File: config.mk
export PLATFORM = sky130hd
export DESIGN_NAME = uart_rx_axis_packer
export DESIGN_NICKNAME = d
export VERILOG_FILES = /design/src/rtl/uart_rx_axis_packer.sv
export SDC_FILE = /design/constraint.sdc
export NUM_CORES = 1
export LEC_CHECK = 0
export ABC_CLOCK_PERIOD_IN_PS = 6950
export CAP_MARGIN = 5
export CORE_ASPECT_RATIO = 0.7
export CORE_MARGIN = 5
export CORE_UTILIZATION = 65
export CTS_BUF_LIST = sky130_fd_sc_hd__clkbuf_4 sky130_fd_sc_hd__clkbuf_8 sky130_fd_sc_hd__clkbuf_16
export CTS_CLUSTER_DIAMETER = 150
export DETAILED_ROUTE_END_ITERATION = 6
export HOLD_SLACK_MARGIN = 0.05
export PLACE_DENSITY_LB_ADDON = 0.12
export SYNTH_ARGS = -nofsm -noshare
export SYNTH_HDL_FRONTEND = slang
export SYNTH_SLANG_ARGS = --single-unit
File: constraint.sdc
create_clock -name clk -period 6.95 [get_ports clk]
set_input_delay 1.39 -clock clk [delete_from_list [all_inputs] [get_ports clk]]
set_output_delay 1.39 -clock clk [all_outputs]
set_load 0.005 [all_outputs]
File: src/rtl/uart_rx_axis_packer.sv
// UART byte packer: turns a strobed UART byte stream into AXI-Stream packets.
// A packet closes when it reaches MAX_PKT bytes or when the line has been idle
// for IDLE_TIMEOUT clocks. The newest byte waits in a pending register until
// its tlast is known, and then goes into a first-word-fall-through FIFO.
// Ports:
//   clk, rst          single clock; synchronous active-high reset
//   rx_data/rx_valid  byte strobe from the UART receiver
//   m_axis_*          AXI-Stream master (data, valid, ready, last)
//   overflow          one-clock pulse when a byte is dropped on a full FIFO
//   drop_count        dropped-byte count, saturating at 255
//   fill_level        FIFO occupancy, 0..DEPTH
module uart_rx_axis_packer #(
    parameter int WIDTH        = 8,
    parameter int DEPTH        = 16,
    parameter int MAX_PKT      = 64,
    parameter int IDLE_TIMEOUT = 4340
) (
    input  logic                     clk,
    input  logic                     rst,
    input  logic [WIDTH-1:0]         rx_data,
    input  logic                     rx_valid,
    output logic [WIDTH-1:0]         m_axis_data,
    output logic                     m_axis_valid,
    input  logic                     m_axis_ready,
    output logic                     m_axis_last,
    output logic                     overflow,
    output logic [7:0]               drop_count,
    output logic [$clog2(DEPTH):0]   fill_level
);

    localparam int AW = $clog2(DEPTH);
    localparam int CW = AW + 1;
    localparam int LW = $clog2(MAX_PKT + 1);
    localparam int TW = (IDLE_TIMEOUT > 1) ? $clog2(IDLE_TIMEOUT) : 1;

    typedef enum logic {IDLE, HOLD} state_t;

    state_t           state;
    logic [WIDTH-1:0] pend;
    logic [LW-1:0]    len;
    logic [TW-1:0]    timer;
    logic [WIDTH:0]   mem [DEPTH];
    logic [AW-1:0]    wr_ptr;
    logic [AW-1:0]    rd_ptr;
    logic [CW-1:0]    count;

    logic len_max;
    logic tmo;
    logic push_req;
    logic push_last;
    logic room;
    logic push;
    logic pop;

    assign len_max  = (len == LW'(MAX_PKT));
    assign tmo      = (timer == TW'(IDLE_TIMEOUT - 1));

    // A new byte closes the pending one only on length; a timeout always
    // closes it. rx_valid wins over a coincident timeout.
    assign push_req  = (state == HOLD) && (rx_valid || tmo);
    assign push_last = rx_valid ? len_max : 1'b1;

    // Room is judged on the current occupancy, ignoring a same-cycle pop.
    assign room = (count < CW'(DEPTH));
    assign push = push_req && room;
    assign pop  = (count != '0) && m_axis_ready;

    assign m_axis_valid = (count != '0);
    assign m_axis_data  = m_axis_valid ? mem[rd_ptr][WIDTH-1:0] : '0;
    assign m_axis_last  = m_axis_valid ? mem[rd_ptr][WIDTH] : 1'b0;
    assign fill_level   = count;

    always_ff @(posedge clk) begin
        if (push) begin
            mem[wr_ptr] <= {push_last, pend};
        end
    end

    always_ff @(posedge clk) begin
        if (rst) begin
            state      <= IDLE;
            pend       <= '0;
            len        <= '0;
            timer      <= '0;
            wr_ptr     <= '0;
            rd_ptr     <= '0;
            count      <= '0;
            drop_count <= '0;
            overflow   <= 1'b0;
        end else begin
            overflow <= push_req && !room;
            if (push_req && !room && drop_count != 8'hFF) begin
                drop_count <= drop_count + 8'd1;
            end

            if (push) begin
                wr_ptr <= wr_ptr + 1'b1;
            end
            if (pop) begin
                rd_ptr <= rd_ptr + 1'b1;
            end
            unique case ({push, pop})
                2'b10:   count <= count + 1'b1;
                2'b01:   count <= count - 1'b1;
                default: count <= count;
            endcase

            unique case (state)
                IDLE: begin
                    if (rx_valid) begin
                        pend  <= rx_data;
                        len   <= LW'(1);
                        timer <= '0;
                        state <= HOLD;
                    end
                end
                HOLD: begin
                    if (rx_valid) begin
                        pend  <= rx_data;
                        timer <= '0;
                        len   <= len_max ? LW'(1) : len + 1'b1;
                    end else if (tmo) begin
                        len   <= '0;
                        timer <= '0;
                        state <= IDLE;
                    end else begin
                        timer <= timer + 1'b1;
                    end
                end
                default: state <= IDLE;
            endcase
        end
    end

endmodule

==> impl_metrics.yaml, run 1 <==
timing:
  hold_viol: 0
  fin_skew_ns: 0.0108
  fmax_ghz: 0.210
  setup_viol: 0
  worstMarginPinSlew_ns: 1.21
  slew_viol_final: 0
  rsz0062_at_grt: "no"
  hold_ws_ns: 0.474
  finalCritPeriodShare: 0.685
  finalSetupTns_ns: 0
  fin_crit_ns: 4.76
  maxSlewHeadroom: 0.192
die:
  initial_core_util: 0.668
  rows: 34
  die_w_um: 145
  die_h_um: 105
  dieArea_mm2: 0.0152
  coreArea_mm2: 0.0125
  ios: 36
setup_path:
  critPathRequiredTime_ns: 7.32
  cp_cell_sequence: "clkdlybuf4s50_1 -> a31oi_2 -> nor2_1 -> inv_1 -> ha_1 -> ha_1 -> or4b_2 -> a21oi_1 -> a31oi_1 -> nand3_1"
  worst_path_max_delay_cell: "a31oi_2"
  crit_type: "input pin to register"
  cp_top_family: "compound AO/OA/AOI/OAI gates"
  cp.arrival_ns: 5.12
  crit_buf_inv: 2
  start_kind: "input pin"
  cp-end-kind: "register"
  rrSetupSlack_ns: 3.24
  slowest_delay_ns: 0.93
  worst-path-max-fanout: 22
  crit_path_frequent_cell: "ha_1"
cells_and_area:
  nFillCells: 714
  fin_util: 0.752
  multi_input_area_mm2: 0.00272
  syn_to_final_growth_pct: 12.6
  fin_area_mm2: 0.00937
  nNetsFinal: 608
  register_area_mm2: 0.00543
  drive_gt1_frac: 0.143
  diodes: 0
clocking:
  cts_root_buf: "clkbuf_16"
  htree_levels: 4
  cts_buffer_depth: 2
  worstSkewPairLatency_ns: 0.42
  cts_tree: "yes"
  cts_setup_buffers: 0
  cts_hold_buf: 0
  path_clk_slew_ns: 0.07
  clkSinkCount: 199
  cts-resized-gates: 0
  cts_buffers: 17
pwr:
  p_leak_nw: 3.07
  power_density_mw_per_mm2: 322
  total_power_mw: 3.02
  ir_drop_mv: 0.312
run:
  drv_cap: 0
synthesis:
  syn_avg_cell_area_um2: 15.0
  syn_inst: 554
  netlist_area_mm2: 0.00833
  seq_area_frac_synth: 0.652
  yosysMostFrequentCell: "edfxtp_1"
  postSynth.asyncResetShare: 0
  synth-edff-count: 144
  netlist.area_leader.share: 0.519
  synth_area_leader_cell: "edfxtp_1"
  synth_common_cells: "edfxtp_1 (144), dfxtp_1 (55), mux4_2 (36), mux2i_1 (30), nor2_1 (29)"
  synth.net_count: 579
  synth.area.top_cells: "edfxtp_1 (52%), dfxtp_1 (13%), mux4_2 (9.7%)"
  ys.flop_type: "edfxtp_1"
  ys_warn_count: 0
  synth_seq_cells: 199
  synth_cell_types: 59
global_route:
  grt_pass1_vias: 4742
  grt_use_total: 0.222
  grt_pass1_wl_mm: 26.1
  grt_max_degree: 38
  overflow: 0
  antenna_found_initial: 0
drt:
  avgViaCountPerCell: 6.46
  vias: 4896
  drt_pre_antenna_iters: 5
  wl_mm: 16.6
  ant_nets: 0
  routedWlPerCell_um: 21.9
  drc: 0
  drtIter0Drc: 532
status:
  status: "finished, final reports clean"
placement:
  dp_hpwl_mm: 10.6
  io_buffer_count: 35
  dpl_cell_area_mm2: 0.00879
  gp_congestion: 0.814
hold_path:
  hp-class: "register to register"
[layout by cell type (no fill, tap or decap), types with 3 or more instances in the layout]
| cell | synthesis | final |
|---|---|---|
| o21a_1 | 3 | 3 |
| nand2_1 | 22 | 22 |
| nor4_1 | 3 | 3 |
| nor2_1 | 29 | 29 |
| o31ai_1 | 4 | 4 |
| and4_1 | 9 | 9 |
| clkdlybuf4s50_1 | 0 | 35 |
| xor2_1 | 8 | 8 |
| buf_4 | 0 | 5 |
| and3_1 | 4 | 4 |
| nand4_1 | 5 | 5 |
| o22ai_1 | 11 | 11 |
| mux2i_1 | 30 | 30 |
| edfxtp_1 | 144 | 144 |
| inv_1 | 13 | 13 |
| nand3_1 | 20 | 20 |
| clkinvlp_4 | 0 | 3 |
| or2_2 | 3 | 3 |
| mux4_2 | 36 | 36 |
| clkbuf_16 | 0 | 17 |
| and2_1 | 12 | 12 |
| a22o_1 | 3 | 3 |
| a21o_1 | 4 | 4 |
| clkinv_1 | 1 | 3 |
| a21oi_1 | 18 | 18 |
| o21bai_1 | 3 | 3 |
| nand2b_1 | 6 | 6 |
| clkinv_4 | 0 | 3 |
| ha_1 | 13 | 13 |
| a311oi_1 | 3 | 3 |
| or3_1 | 6 | 6 |
| dfxtp_1 | 55 | 54 |
| a31oi_1 | 5 | 5 |
| o21ai_0 | 9 | 9 |
| a211o_1 | 3 | 3 |
| nor3_1 | 4 | 4 |
| or4_1 | 5 | 5 |
[flip-flops by register name (all words and copies together), names as in the netlist, named ones only]
name,count
drop_count,8
fill_level,5
len,7
mem,144
overflow,1
pend,8
rd_ptr,4
state,1
timer,13
wr_ptr,4
[cell families (layout without fill, tap and decap cells)]
| family | count (synthesis) | after routing | synth area share |
|---|---|---|---|
| flip-flops | 199 | 199 | 0.652 |
| AND/OR/NAND/NOR | 135 | 135 | 0.0894 |
| AO/OA/AOI/OAI | 86 | 86 | 0.0724 |
| multiplexers | 67 | 67 | 0.135 |
| buffers and inverters | 44 | 86 | 0.0216 |
| adder cells (fa/ha/maj) | 13 | 13 | 0.0195 |
| XOR/XNOR | 10 | 10 | 0.0105 |
[path summary, 6_finish.rpt]
check / from / to / depth (start not counted)
max: rx_valid / fill_level[4] / 10
min: timer[7] / timer[7] / 1
max reg2reg: timer[0] / fill_level[4] / 12
min reg2reg: timer[7] / timer[7] / 1
[through the flow]
step	std cells	setup WS (ns)
2_1_floorplan	554	3.33
3_3_place_gp	726	2.02
3_5_place_dp	726	1.84
4_1_cts	758	2.25
5_1_grt	758	2.02
6_report	758	2.19
[final cells by class]
class / instances / area share
inverters: 14 / 0.00561
repair buffers: 40 / 0.0414
multi-input cells: 311 / 0.290
flip-flops and latches: 199 / 0.579
clock inverters: 14 / 0.0160
well taps: 162 / 0.0216
clock buffers: 18 / 0.0462
[routing by layer]
layer | track usage | wire length, µm
met5 | 0 | 0
met2 | 0.340 | 7910
met4 | 0.0639 | 188
met1 | 0.326 | 7390
met3 | 0.0485 | 1080
[where the power goes]
part           internal [mW]  switching, mW  total (mW)
logic                  0.359          0.312       0.672
clock network          0.537          0.428       0.965
registers               1.30         0.0801        1.38
total                   2.20          0.821        3.02
Note: power is estimated with default switching activity, not from simulation.
==> run 2: changes to the inputs <==
--- a/config.mk
+++ b/config.mk
@@ -5,11 +5,11 @@
 export SDC_FILE = /design/constraint.sdc
 export NUM_CORES = 1
 export LEC_CHECK = 0
-export ABC_CLOCK_PERIOD_IN_PS = 6950
+export ABC_CLOCK_PERIOD_IN_PS = 4600
 export CAP_MARGIN = 5
 export CORE_ASPECT_RATIO = 0.7
 export CORE_MARGIN = 5
-export CORE_UTILIZATION = 65
+export CORE_UTILIZATION = 60
 export CTS_BUF_LIST = sky130_fd_sc_hd__clkbuf_4 sky130_fd_sc_hd__clkbuf_8 sky130_fd_sc_hd__clkbuf_16
 export CTS_CLUSTER_DIAMETER = 150
 export DETAILED_ROUTE_END_ITERATION = 6
==> constraint.sdc (replaced) <==
create_clock -name clk -period 4.6 [get_ports clk]
set_input_delay 0.92 -clock clk [delete_from_list [all_inputs] [get_ports clk]]
set_output_delay 0.92 -clock clk [all_outputs]
set_load 0.005 [all_outputs]
==> run 2 against run 1 <==
Clock skew down 0.0045 ns. Clock-buffer cell count decreased by 1. First-iteration DRC count fell by 27%. Core utilization is 6.6 points lower. Design area grew 0.49%. Critical endpoint is now m_axis_data[0].
==> impl_metrics.yaml, run 2 (synthesized netlist as in run 1, its figures left out) <==
pwr:
  p_seq_frac: 0.458
  switching_share: 0.263
  p_int_mw: 3.36
  ir_drop_mv: 0.274
  p_leak_nw: 3.09
  clkPwrFrac: 0.318
  power_switching_mw: 1.20
  power_density_mw_per_mm2: 484
  power_frac_comb: 0.224
  total_power_mw: 4.56
clocking:
  cts-resized-gates: 0
  cts_setup_buffers: 0
  cts_root_buf: "clkbuf_16"
  cts_tree: "yes"
  cts_buffers: 17
  worstSkewPairLatency_ns: 0.43
  htree_levels: 4
  cts_hold_buf: 0
  clkSinkCount: 199
  path_clk_slew_ns: 0.07
  cts_buffer_depth: 2
drt:
  wl_mm: 16.4
  avgViaCountPerCell: 6.19
  routedWlPerCell_um: 20.9
  drtIter0Drc: 387
  vias: 4879
  drc: 0
  ant_nets: 0
  drt_pre_antenna_iters: 5
hold_path:
  hp-start: "timer[7]"
  hold_path_end: "timer[7]"
  hold-path-cell-count: 1
  hp-class: "register to register"
timing:
  fin_skew_ns: 0.00637
  worstMarginPinSlew_ns: 0.884
  setup_viol: 0
  slew_viol_final: 0
  finalCritPeriodShare: 0.837
  maxSlewHeadroom: 0.407
  fin_ws_ns: 0.751
  finalSetupTns_ns: 0
  fin_crit_ns: 3.85
  hold_viol: 0
  rsz0062_at_grt: "no"
  fmax_ghz: 0.260
placement:
  dp_hpwl_mm: 10.7
  io_buffer_count: 35
  gp_congestion: 0.805
  dp_worst_setup_slack_ns: 0.981
  dp_cells: 758
die:
  die_w_um: 151
  dieArea_mm2: 0.0164
  coreArea_mm2: 0.0137
  initial_core_util: 0.606
  rows: 36
  ios: 36
  die_h_um: 109
global_route:
  grt_use_total: 0.216
  overflow: 0
  grt_max_degree: 37
  grt_pass1_wl_mm: 26.3
  grt_pass1_vias: 4654
  antenna_found_initial: 0
setup_path:
  cp_cell_sequence: "buf_4 -> mux4_2 -> mux2i_1 -> o22ai_1 -> clkdlybuf4s50_1"
  ff2ff_path_depth: 12
  slowest_delay_ns: 0.73
  cp-end-kind: "primary output"
  crit_type: "register to primary output"
  critPathRequiredTime_ns: 3.68
  worst-path-max-fanout: 18
  crit_buf_inv: 2
  cp.arrival_ns: 2.93
  cp_top_family: "buffers and inverters"
  start_kind: "register"
  rrSetupSlack_ns: 1.25
  worst_path_max_delay_cell: "dfxtp_2"
  r2r-start: "timer[0]"
  reg2reg_to: "fill_level[3]"
cells_and_area:
  final_cell_mix: "edfxtp_1 (144), dfxtp_1 (54), mux4_2 (36)"
  syn_to_final_growth_pct: 13.1
  fin_util: 0.686
  diodes: 0
  regMostFlops: "mem"
  largest_register_ffs: 144
  top_regs: "mem: 144 flops, timer: 13 flops"
  final_common_cell: "edfxtp_1"
  nNetsFinal: 612
  drive_gt1_frac: 0.140
  instances_no_fill: 788
run:
  drv_cap: 0
status:
  status: "finished, final reports clean"
-- run 2: cell type report --
type	instances	area, µm²
Clock inverter	13	139
Sequential cell	199	5430
Fill cell	909	4320
Multi-Input combinational cell	311	2720
Clock buffer	17	425
Inverter	14	52.6
Timing Repair Buffer	44	418
Tap cell	190	238
-- run 2: per-layer routing --
metal	global-route usage	share of wire
met4	0.0550	0.010
met1	0.330	0.46
met2	0.312	0.45
met5	0	0
met3	0.0561	0.077
-- run 2: how the worst max path moves through the flow --
stage	start	end	slack [ns]	cells after the start
after floorplan	rx_valid	fill_level[2]	1.45	13
after global placement	rx_valid	fill_level[4]	1.10	10
after detailed placement	rx_valid	fill_level[4]	0.98	11
after CTS	register	m_axis_data[0]	0.64	5
after global routing	register	m_axis_data[0]	0.56	5
final	register	m_axis_data[0]	0.75	5
-- run 2: power groups by stage --
stage / combinational, mW / sequential (mW) / clock, mW
2_1_floorplan: 0.722 / 2.04 / 0
3_3_place_gp: 1.00 / 2.12 / 0
3_5_place_dp: 1.02 / 2.13 / 0
4_1_cts: 1.03 / 2.09 / 1.47
5_1_grt: 1.11 / 2.10 / 1.55
6_report: 1.02 / 2.09 / 1.45
-- run 2: worst register-to-register path: cells and delay by family, from the launching register on --
kind                     cells  cell delay [ns]
AO/OA/AOI/OAI                3             0.47
adder cells (fa/ha/maj)      3             0.94
buffers and inverters        3             0.41
flip-flops                   1             0.40
AND/OR/NAND/NOR              3             1.03
-- run 2: stage by stage --
step | hold WS, ns | instance area, µm²
global route | 0.501 | 9420
finish | 0.460 | 9420
detailed placement | 0.450 | 8850
floorplan | 0.428 | 8330
global placement | 0.449 | 8850
CTS | 0.460 | 9420
